## src/rtl/fetch_stage.sv

```systemverilog
// fetch_stage
// Instruction-fetch stage of the 5-stage MIPS pipeline. Owns the PC register
// and the F/D pipeline register. The branch delay slot is architectural:
// the instruction fetched while a redirect is decided always enters D.
//
// Ports:
//   clk         rising-edge clock
//   reset       asynchronous active-low reset
//   Stall       hazard-unit stall; freezes PC and the F/D register
//   Branch      D-stage compare result, branch taken
//   Jump        D-stage instruction is j/jal
//   JumpReg     D-stage instruction is jr/jalr
//   RegAddr     forwarded rs value, the jr/jalr target
//   Instr_F     instruction word returned by instruction memory for PC_F
//   PC_F        current fetch address
//   Instr_D     F/D register: instruction (nop when the fetch faulted)
//   PC_D        F/D register: address of Instr_D
//   PC8_D       F/D register: PC_D + 8, link value for jal/jalr
//   FetchErr_D  F/D register: fetch was misaligned or outside instruction memory
module fetch_stage #(
  parameter logic [31:0] RESET_PC = 32'h0000_3000,
  parameter logic [31:0] IM_BASE  = 32'h0000_3000,
  parameter int          IM_WORDS = 1024
) (
  input  logic        clk,
  input  logic        reset,
  input  logic        Stall,
  input  logic        Branch,
  input  logic        Jump,
  input  logic        JumpReg,
  input  logic [31:0] RegAddr,
  input  logic [31:0] Instr_F,
  output logic [31:0] PC_F,
  output logic [31:0] Instr_D,
  output logic [31:0] PC_D,
  output logic [31:0] PC8_D,
  output logic        FetchErr_D
);

  // Address of the last legal instruction word.
  localparam logic [31:0] IM_LAST = IM_BASE + (32'(IM_WORDS) * 32'd4) - 32'd4;

  logic [31:0] branchTarget;
  logic [31:0] jumpTarget;
  logic [31:0] nextPc;
  logic        fetchErr;

  // Redirect targets are decoded from the instruction already sitting in D;
  // the branch offset is a sign-extended word offset relative to the slot.
  always_comb begin
    branchTarget = PC_D + 32'd4 + {{14{Instr_D[15]}}, Instr_D[15:0], 2'b00};
    jumpTarget   = {PC_D[31:28], Instr_D[25:0], 2'b00};
  end

  // Next-PC selection. The register-indirect jump wins over the others so a
  // misbehaving upstream cannot produce a blended target; stall is applied
  // at the register, so this path never sees it.
  always_comb begin
    nextPc = PC_F + 32'd4;
    if (JumpReg) begin
      nextPc = RegAddr;
    end else if (Jump) begin
      nextPc = jumpTarget;
    end else if (Branch) begin
      nextPc = branchTarget;
    end
  end

  // A fetch faults when the address is not word aligned or falls outside the
  // instruction memory window. A wrapped PC of 0 lands below the base.
  always_comb begin
    fetchErr = (PC_F[1:0] != 2'b00) || (PC_F < IM_BASE) || (PC_F > IM_LAST);
  end

  // PC and F/D register. A faulting fetch is replaced by a nop so the bogus
  // word never decodes; the PC keeps advancing from the faulting address.
  always_ff @(posedge clk or negedge reset) begin
    if (!reset) begin
      PC_F       <= RESET_PC;
      Instr_D    <= 32'd0;
      PC_D       <= 32'd0;
      PC8_D      <= 32'd8;
      FetchErr_D <= 1'b0;
    end else if (!Stall) begin
      PC_F       <= nextPc;
      Instr_D    <= fetchErr ? 32'd0 : Instr_F;
      PC_D       <= PC_F;
      PC8_D      <= PC_F + 32'd8;
      FetchErr_D <= fetchErr;
    end
  end

endmodule

```

## config.mk

```make
export PLATFORM = sky130hd
export DESIGN_NAME = fetch_stage
export DESIGN_NICKNAME = d
export VERILOG_FILES = /design/src/rtl/fetch_stage.sv
export SDC_FILE = /design/constraint.sdc
export NUM_CORES = 1
export LEC_CHECK = 0
export ABC_AREA = 1
export ABC_CLOCK_PERIOD_IN_PS = 3300
export CAP_MARGIN = 20
export CORE_ASPECT_RATIO = 0.5
export CORE_MARGIN = 8
export CORE_UTILIZATION = 56
export DETAILED_ROUTE_END_ITERATION = 10
export PLACE_DENSITY = 0.88
export REMOVE_ABC_BUFFERS = 1
export SYNTH_ARGS = -nofsm -noshare
export SYNTH_HDL_FRONTEND = slang
export SYNTH_SLANG_ARGS = --single-unit
```

## constraint.sdc

```tcl
create_clock -name clk -period 3.3 [get_ports clk]
set_input_delay 0.66 -clock clk [delete_from_list [all_inputs] [get_ports clk]]
set_output_delay 0.66 -clock clk [all_outputs]
set_load 0.02 [all_outputs]
```

---- Word-level counts from Yosys, hierarchy flattened ----
Index checks and enable logic that the tools add are counted.
word-level totals
  register bits ........................... 129
  bits of input ports ..................... 70
  logic and storage cells ................. 18
operators by class
  add/sub/neg operators ................... 4
  order comparisons ....................... 2
  mux-type cells .......................... 4
  reductions and logical operators ........ 3
operators with widths
  cell                                                                               count
  32-bit 2-to-1 mux                                                                  4
  32-bit by 3-bit adder with 32-bit output, second input constant                    2
  32-bit adder                                                                       1
  32-bit by 4-bit adder with 32-bit output, second input constant                    1
  32-bit by 14-bit greater-than comparator with 1-bit output, second input constant  1
  32-bit by 14-bit less-than comparator with 1-bit output, second input constant     1
  1-bit logical OR                                                                   2
  2-bit nonzero test                                                                 1

---- Longest topological paths before layout ----
Gate-level depths: netlist (run 1).
  word-level depth ........................ 5
  mapped depth ............................ 16
  mapped depth without buffers ............ 16

---- Worst setup path before layout (run 1) ----
No wires, ideal clock.
  kind .................................... flip-flop to flip-flop
  start ................................... register Instr_D[1]
  end ..................................... register PC_F[15]
  library setup time ...................... 0.132 ns
  data arrival time ....................... 2.197 ns
  setup slack ............................. 0.971 ns
  cell stages (with the launch flop) ...... 14
  buffers on the path ..................... 0
  cell sequence ........................... dfrtp_1 -> ha_1 -> ha_1 -> fa_1 -> nand3_1 -> nand3_1 -> nand3_1 -> nand3_1 -> nor2_1 -> nor2_1 -> nand2_1 -> nand3_1 -> nand2_1 -> o21ai_0
between the ends
  word-level cells in the longest chain between the ends .. 4
RTL lines
  what                      RTL line  RTL
  start: declaration        34        output logic [31:0] Instr_D,
  start signal: assignment  86        Instr_D <= fetchErr ? 32'd0 : Instr_F;
  32-bit adder              51        branchTarget = PC_D + 32'd4 + {{14{Instr_D[15]}}, Instr_D[15:0], 2'b00};
  32-bit 2-to-1 mux         64        end else if (Branch) begin
  32-bit 2-to-1 mux         62        end else if (Jump) begin
  32-bit 2-to-1 mux         60        if (JumpReg) begin
  end signal: assignment    85        PC_F <= nextPc;
  end: declaration          33        output logic [31:0] PC_F,
No other way between the ends.
A chain may end at the register's enable or synchronous reset.

---- Final worst setup path (run 1) ----
  start ................................... register Instr_D[1]
  end ..................................... register PC_F[23]
Same word-level chain as after synthesis.

==> results_dict.tcl, run 1 <==
set metrics [dict create \
    fmax_mhz 317 \
    rows 33 \
    path_max_fanout 4 \
    viasPerCell 5.93 \
    h-tree-depth 4 \
    critPathKind "register to register" \
    switching_share_pct 35.1 \
    path_clk_slew_ns 0.07 \
    whs_ns 0.321 \
    async_flop_share_pct 100 \
    cts_tree "done" \
    min_path_type "input port to async pin" \
    synthFlopType "dfrtp_1" \
    wl_per_cell_um 21.2 \
    report.final.slew_viol_count 0 \
    ir_worst_vdd_mv 0.373 \
    globalRoute.totalOverflow 0 \
    start_util_pct 56.9 \
    crit_family "simple AND/OR/NAND/NOR gates" \
    hold_viol_final 0 \
    placed_area_sq_um 11500 \
    core_area_sq_um 16300 \
    vias 10607 \
    cts_buffer_depth 2 \
    wl_um 37900 \
    slowest_stage "fa_1" \
    n_fill_cell 1298 \
    crit_required_ns 3.68 \
    clkSinkCount 126 \
    cp_slowest_stage_delay_ns 0.48 \
    place_congestion 1.06 \
    netlist_top_cells_area "dfrtp_1 (33%), nand2_1 (18%), inv_1 (8.0%), ha_1 (8.0%), nand3_1 (4.7%)" \
    dp_hpwl_um 28900 \
    diodes 0 \
    crit_start "Instr_D[1]" \
    ant_nets 0 \
    r2r_start "Instr_D[1]" \
    synth_top_area_share_pct 33.2 \
    period_share_pct 95.6 \
    r2r_slack_ns 0.15 \
    antenna_found_initial 0 \
    track_usage_pct 35.6 \
    drt_pre_antenna_iters 6 \
    status "finished clean" \
    design_area_sq_um 12100 \
    cts_buffers 17 \
    ys_warn_count 0 \
    synth_edf_count 0 \
    setup_viol 0 \
    grt_max_degree 96 \
    fp.dieW_um 198 \
    cp_num_buf_inv 0 \
    reg2reg_depth 14 \
    fin_crit_ns 3.15 \
    path_depth 14 \
    ctsResizeCount 0 \
    io_pins 199 \
    synth_most_common_cell "nand2_1" \
    setup_tns_ns 0 \
    synthDistinctLibCells 48 \
    worst_pin_slew_ns 0.867 \
    rsz0062_at_grt "no" \
    drtIter0Drc 1281 \
    switchingPower_mw 1.89 \
    p_seq_share_pct 35.9 \
    cpMostUsedCell "nand2_1" \
    clkLatencyLatePin_ns 0.44 \
    relSlewSlack_pct 42.2 \
    fin_skew_ns 0.0141 \
    grt_pass1_wl_um 58400 \
    drive_above_1_share_pct 6.14 \
    postCtsHoldBufs 0 \
    critical_path.cell_chain "ha_1, ha_1, fa_1, nand3_1, nand3_1, nand3_1, nand3_1, nand2_1, nand2_1, nand2_1, nand3_1, nand2_1, nand2_1, nand2_1" \
    combPwrFrac_pct 27.0 \
    synthesis.area_sq_um 9280 \
    fin_ws_ns 0.145 \
    synthTopCellsByCount "nand2_1 (454), inv_1 (197), dfrtp_1 (123)" \
    drt_drc_violations_left 0 \
    synthCells 1365 \
    grt_pass1_vias 10337 \
    cp-endpoint "PC_F[23]" \
    synth_top_area_cell "dfrtp_1" \
    p_leak_nw 5.97 \
    cp-start-kind "register" \
    synth_seq_cells 126 \
    avgSynthCellArea_sq_um 6.80 \
    cts_setup_buffers 0 \
    dp_slack_ns 0.348 \
    numPortBuffers 198 \
    dieArea_sq_um 21200 \
    synthToLayoutAreaGrowth_pct 30.0 \
    synth_seq_area_share_pct 34.0 \
    clock_power_share_pct 37.1 \
    worstReg2RegEnd "PC_F[23]" \
    die_y_um 107 \
    p_int_mw 3.49 \
    clock-root-buffer "clkbuf_16" \
    endpoint_kind "register" \
    cap_violations 0 \
    num-nets-final 1681 \
    crit_arrival_ns 3.53 \
    power_density_nw_per_um2 446 \
]
## routing by layer
layer | track usage [%] | vias to the layer above | wire length (um)
met5 | 0 | - | 0
met4 | 14.8 | 0 | 1490
met3 | 12.3 | 153 | 5400
met2 | 53.3 | 792 | 16100
met1 | 46.5 | 4906 | 14900
li1 | - | 4756 | -
## placed cells by master, fill, tap and decap left out, drive strengths merged, types with 19 or more instances in the layout
cell / n
nand2: 460
inv: 209
clkdlybuf4s50: 196
dfrtp: 123
nor2: 97
o21ai: 92
nand3: 88
a21oi: 65
ha: 59
o22ai: 23
xor2: 21
clkbuf: 19
## power by group through the flow
stage | combinational (mW) | sequential [mW] | clock, mW
6_report | 1.45 | 1.93 | 2.00
4_1_cts | 1.43 | 1.92 | 1.97
3_5_place_dp | 1.41 | 1.94 | 0
2_1_floorplan | 0.509 | 2.07 | 0
5_1_grt | 1.55 | 1.94 | 2.04
3_3_place_gp | 1.37 | 1.94 | 0
## stage by stage
| step | total power, mW | instances | util (%) |
|---|---|---|---|
| after CTS | 5.33 | 1790 | 74.0 |
| after detailed placement | 3.36 | 1759 | 70.3 |
| after floorplan | 2.58 | 1319 | - |
| after global routing | 5.54 | 1790 | 74.0 |
| after global placement | 3.31 | 1759 | 70.3 |
| final | 5.38 | 1790 | 74.0 |
## layout make-up
cell class | count | area, sq um | area share [%]
Multi-Input combinational cell | 986 | 5120 | 42.4
Sequential cell | 126 | 3160 | 26.2
Timing Repair Buffer | 213 | 2130 | 17.6
Inverter | 207 | 777 | 6.44
Clock buffer | 19 | 443 | 3.67
Tap cell | 227 | 284 | 2.35
Clock inverter | 12 | 158 | 1.31
## registers in the layout (all words and copies together), names as in the netlist
signal      count
PC_D           32
FetchErr_D      1
PC_F           32
PC8_D          29
Instr_D        32
## worst min-delay path by stage
stage,from,endpoint,slack [ns],depth (start not counted)
finish,reset,Instr_D[6],0.32,1
global route,reset,Instr_D[6],0.38,1
CTS,reset,PC8_D[17],0.36,1
detailed placement,PC8_D[4],PC8_D[4],0.48,2
global placement,PC8_D[5],PC8_D[5],0.46,2
floorplan,reset,FetchErr_D,0.36,0
## kinds of logic after synthesis
group / synth area share, %
flip-flops: 34.0
XOR/XNOR: 2.08
buffers and inverters: 10.9
AO/OA/AOI/OAI: 13.2
adder cells (fa/ha/maj): 8.17
AND/OR/NAND/NOR: 31.7
Power figures use the tool's default switching activity.
==> inputs of run 2 (changes only) <==
Settings changed: SKIP_LAST_GASP from default to 1.
==> results of run 2 <==
Same layout as run 1: the final DEF is identical, and so are final timing and power.
==> inputs of run 3 (changes only) <==
Settings changed: ABC_CLOCK_PERIOD_IN_PS 3300 to default, CORE_UTILIZATION 56 to 40, PLACE_DENSITY 0.88 to 0.66.
Clock period 3.3 ns to 3.7 ns, I/O delays scaled along.
==> run 3 against run 2 <==
Final cell count grew 4.4%. Critical path depth fell by 1. Global-route usage down 7.9 points. Routed wire length grew 4.0%. Critical path type unchanged. Clock power down 17%. Non-clock buffer count down 3. Count of clock-buffer cells in the layout increased by 2. Register-to-register slack improved by 0.44 ns. Combinational power down 11%. Worst hold slack worse by 0.067 ns.
==> results_dict.tcl, run 3 (same netlist as run 1, synthesis figures left out) <==
set metrics [dict create \
    status "finished clean" \
    path_depth 13 \
    cp-start-kind "register" \
    viasPerCell 5.36 \
    h-tree-depth 4 \
    final_cells 1868 \
    io_pins 199 \
    cts_tree "done" \
    cpMostUsedCell "nand2_1" \
    switching_share_pct 35.4 \
    worst_pin_slew_ns 0.826 \
    final_cell_mix "nand2_1 (454), inv_1 (196), clkdlybuf4s50_1 (196)" \
    p_seq_share_pct 37.0 \
    globalRoute.totalOverflow 0 \
    cp_slowest_stage_delay_ns 0.78 \
    r2r_start "Instr_D[15]" \
    fp.dieW_um 231 \
    switchingPower_mw 1.65 \
    diodes 0 \
    grt_max_degree 72 \
    dp.cells 1836 \
    postCtsHoldBufs 0 \
    report.final.slew_viol_count 0 \
    crit_arrival_ns 3.43 \
    drive_above_1_share_pct 5.83 \
    drt_pre_antenna_iters 5 \
    ant_nets 0 \
    cp-endpoint "PC_F[25]" \
    wl_per_cell_um 21.1 \
    grt_pass1_vias 9520 \
    relSlewSlack_pct 44.8 \
    clkLatencyLatePin_ns 0.44 \
    crit_family "simple AND/OR/NAND/NOR gates" \
    combPwrFrac_pct 27.5 \
    die_y_um 124 \
    p_int_mw 3.02 \
    num-nets-final 1678 \
    drtIter0Drc 982 \
    dp_hpwl_um 31500 \
    rows 39 \
    cts_buffer_depth 2 \
    clkSinkCount 126 \
    p_leak_nw 5.93 \
    numPortBuffers 198 \
    vias 10011 \
    rsz0062_at_grt "no" \
    drt_drc_violations_left 0 \
    endpoint_kind "register" \
    r2r_slack_ns 0.58 \
    ctsResizeCount 0 \
    setup_tns_ns 0 \
    synthToLayoutAreaGrowth_pct 30.4 \
    reg2reg_depth 13 \
    worstReg2RegEnd "PC_F[25]" \
    fin_ws_ns 0.581 \
    grt_pass1_wl_um 59700 \
    period_share_pct 84.3 \
    min_path_type "input port to async pin" \
    critPathKind "register to register" \
    dieArea_sq_um 28600 \
    path_max_fanout 17 \
    cap_violations 0 \
    place_congestion 1.00 \
    hold_viol_final 0 \
    wl_um 39500 \
    fmax_mhz 321 \
    path_clk_slew_ns 0.06 \
    power_mw 4.68 \
    cp_num_buf_inv 0 \
    critical_path.cell_chain "ha_1, ha_1, nand2_1, nor2_1, nand2_1, nor2_1, nand2_1, nand3_1, nand2_1, nand3_1, nand2_1, nand2_1, o21ai_1" \
    multi_input_comb_area_sq_um 5120 \
    clock_power_share_pct 35.5 \
    cts_buffers 17 \
    n_fill_cell 2212 \
    top_regs "Instr_D x32, PC_D x32, PC_F x32" \
    core_area_sq_um 22800 \
    clock-root-buffer "clkbuf_16" \
    dp_slack_ns 0.625 \
    register_area_sq_um 3160 \
    power_density_nw_per_um2 386 \
    cts_setup_buffers 0 \
    crit_start "Instr_D[15]" \
    fin_skew_ns 0.0108 \
    setup_viol 0 \
    fin_crit_ns 3.12 \
    track_usage_pct 27.6 \
    start_util_pct 40.7 \
    layout_commonest_cell "nand2_1" \
    crit_required_ns 4.01 \
    ir_worst_vdd_mv 0.268 \
    antenna_found_initial 2 \
    slowest_stage "dfrtp_1" \
]
[run 3: metal layers]
layer  GRT usage, %  share of wire [%]  vias up
li1               -                  -     4755
met1           39.9                 47     4789
met2           40.1                 42      425
met3           8.25                 10       40
met4           6.18                1.4        2
met5              0              0.023        -
[run 3: cell type report]
type / count / share of cell area (%)
clock buffers: 21 / 3.64
clock inverters: 11 / 0.992
inverters: 207 / 6.42
multi-input cells: 986 / 42.3
flip-flops and latches: 126 / 26.1
well taps: 307 / 3.17
repair buffers: 210 / 17.4
[run 3: stage by stage]
step | utilization [%] | area [sq um] | hold slack [ns]
6_report | 53.1 | 12100 | 0.253
5_1_grt | 53.1 | 12100 | 0.302
4_1_cts | 53.1 | 12100 | 0.278
3_5_place_dp | 50.7 | 11500 | 0.470
3_3_place_gp | 50.7 | 11500 | 0.465
2_1_floorplan | - | 9050 | 0.444
[run 3: worst min path at each step]
| stage | from | end | slack (ns) | cells past startpoint |
|---|---|---|---|---|
| after global placement | PC8_D[31] | PC8_D[31] | 0.46 | 2 |
| after CTS | reset | Instr_D[4] | 0.28 | 1 |
| after global routing | reset | Instr_D[4] | 0.30 | 1 |
| after floorplan | reset | FetchErr_D | 0.44 | 0 |
| final | reset | Instr_D[4] | 0.25 | 1 |
| after detailed placement | FetchErr_D | FetchErr_D | 0.47 | 2 |
[run 3: power groups by stage]
stage	clock network (mW)	logic [mW]	registers (mW)
finish	1.66	1.29	1.73
global route	1.74	1.40	1.74
CTS	1.68	1.29	1.73
detailed placement	0	1.28	1.75
global placement	0	1.28	1.74
floorplan	0	0.454	1.84
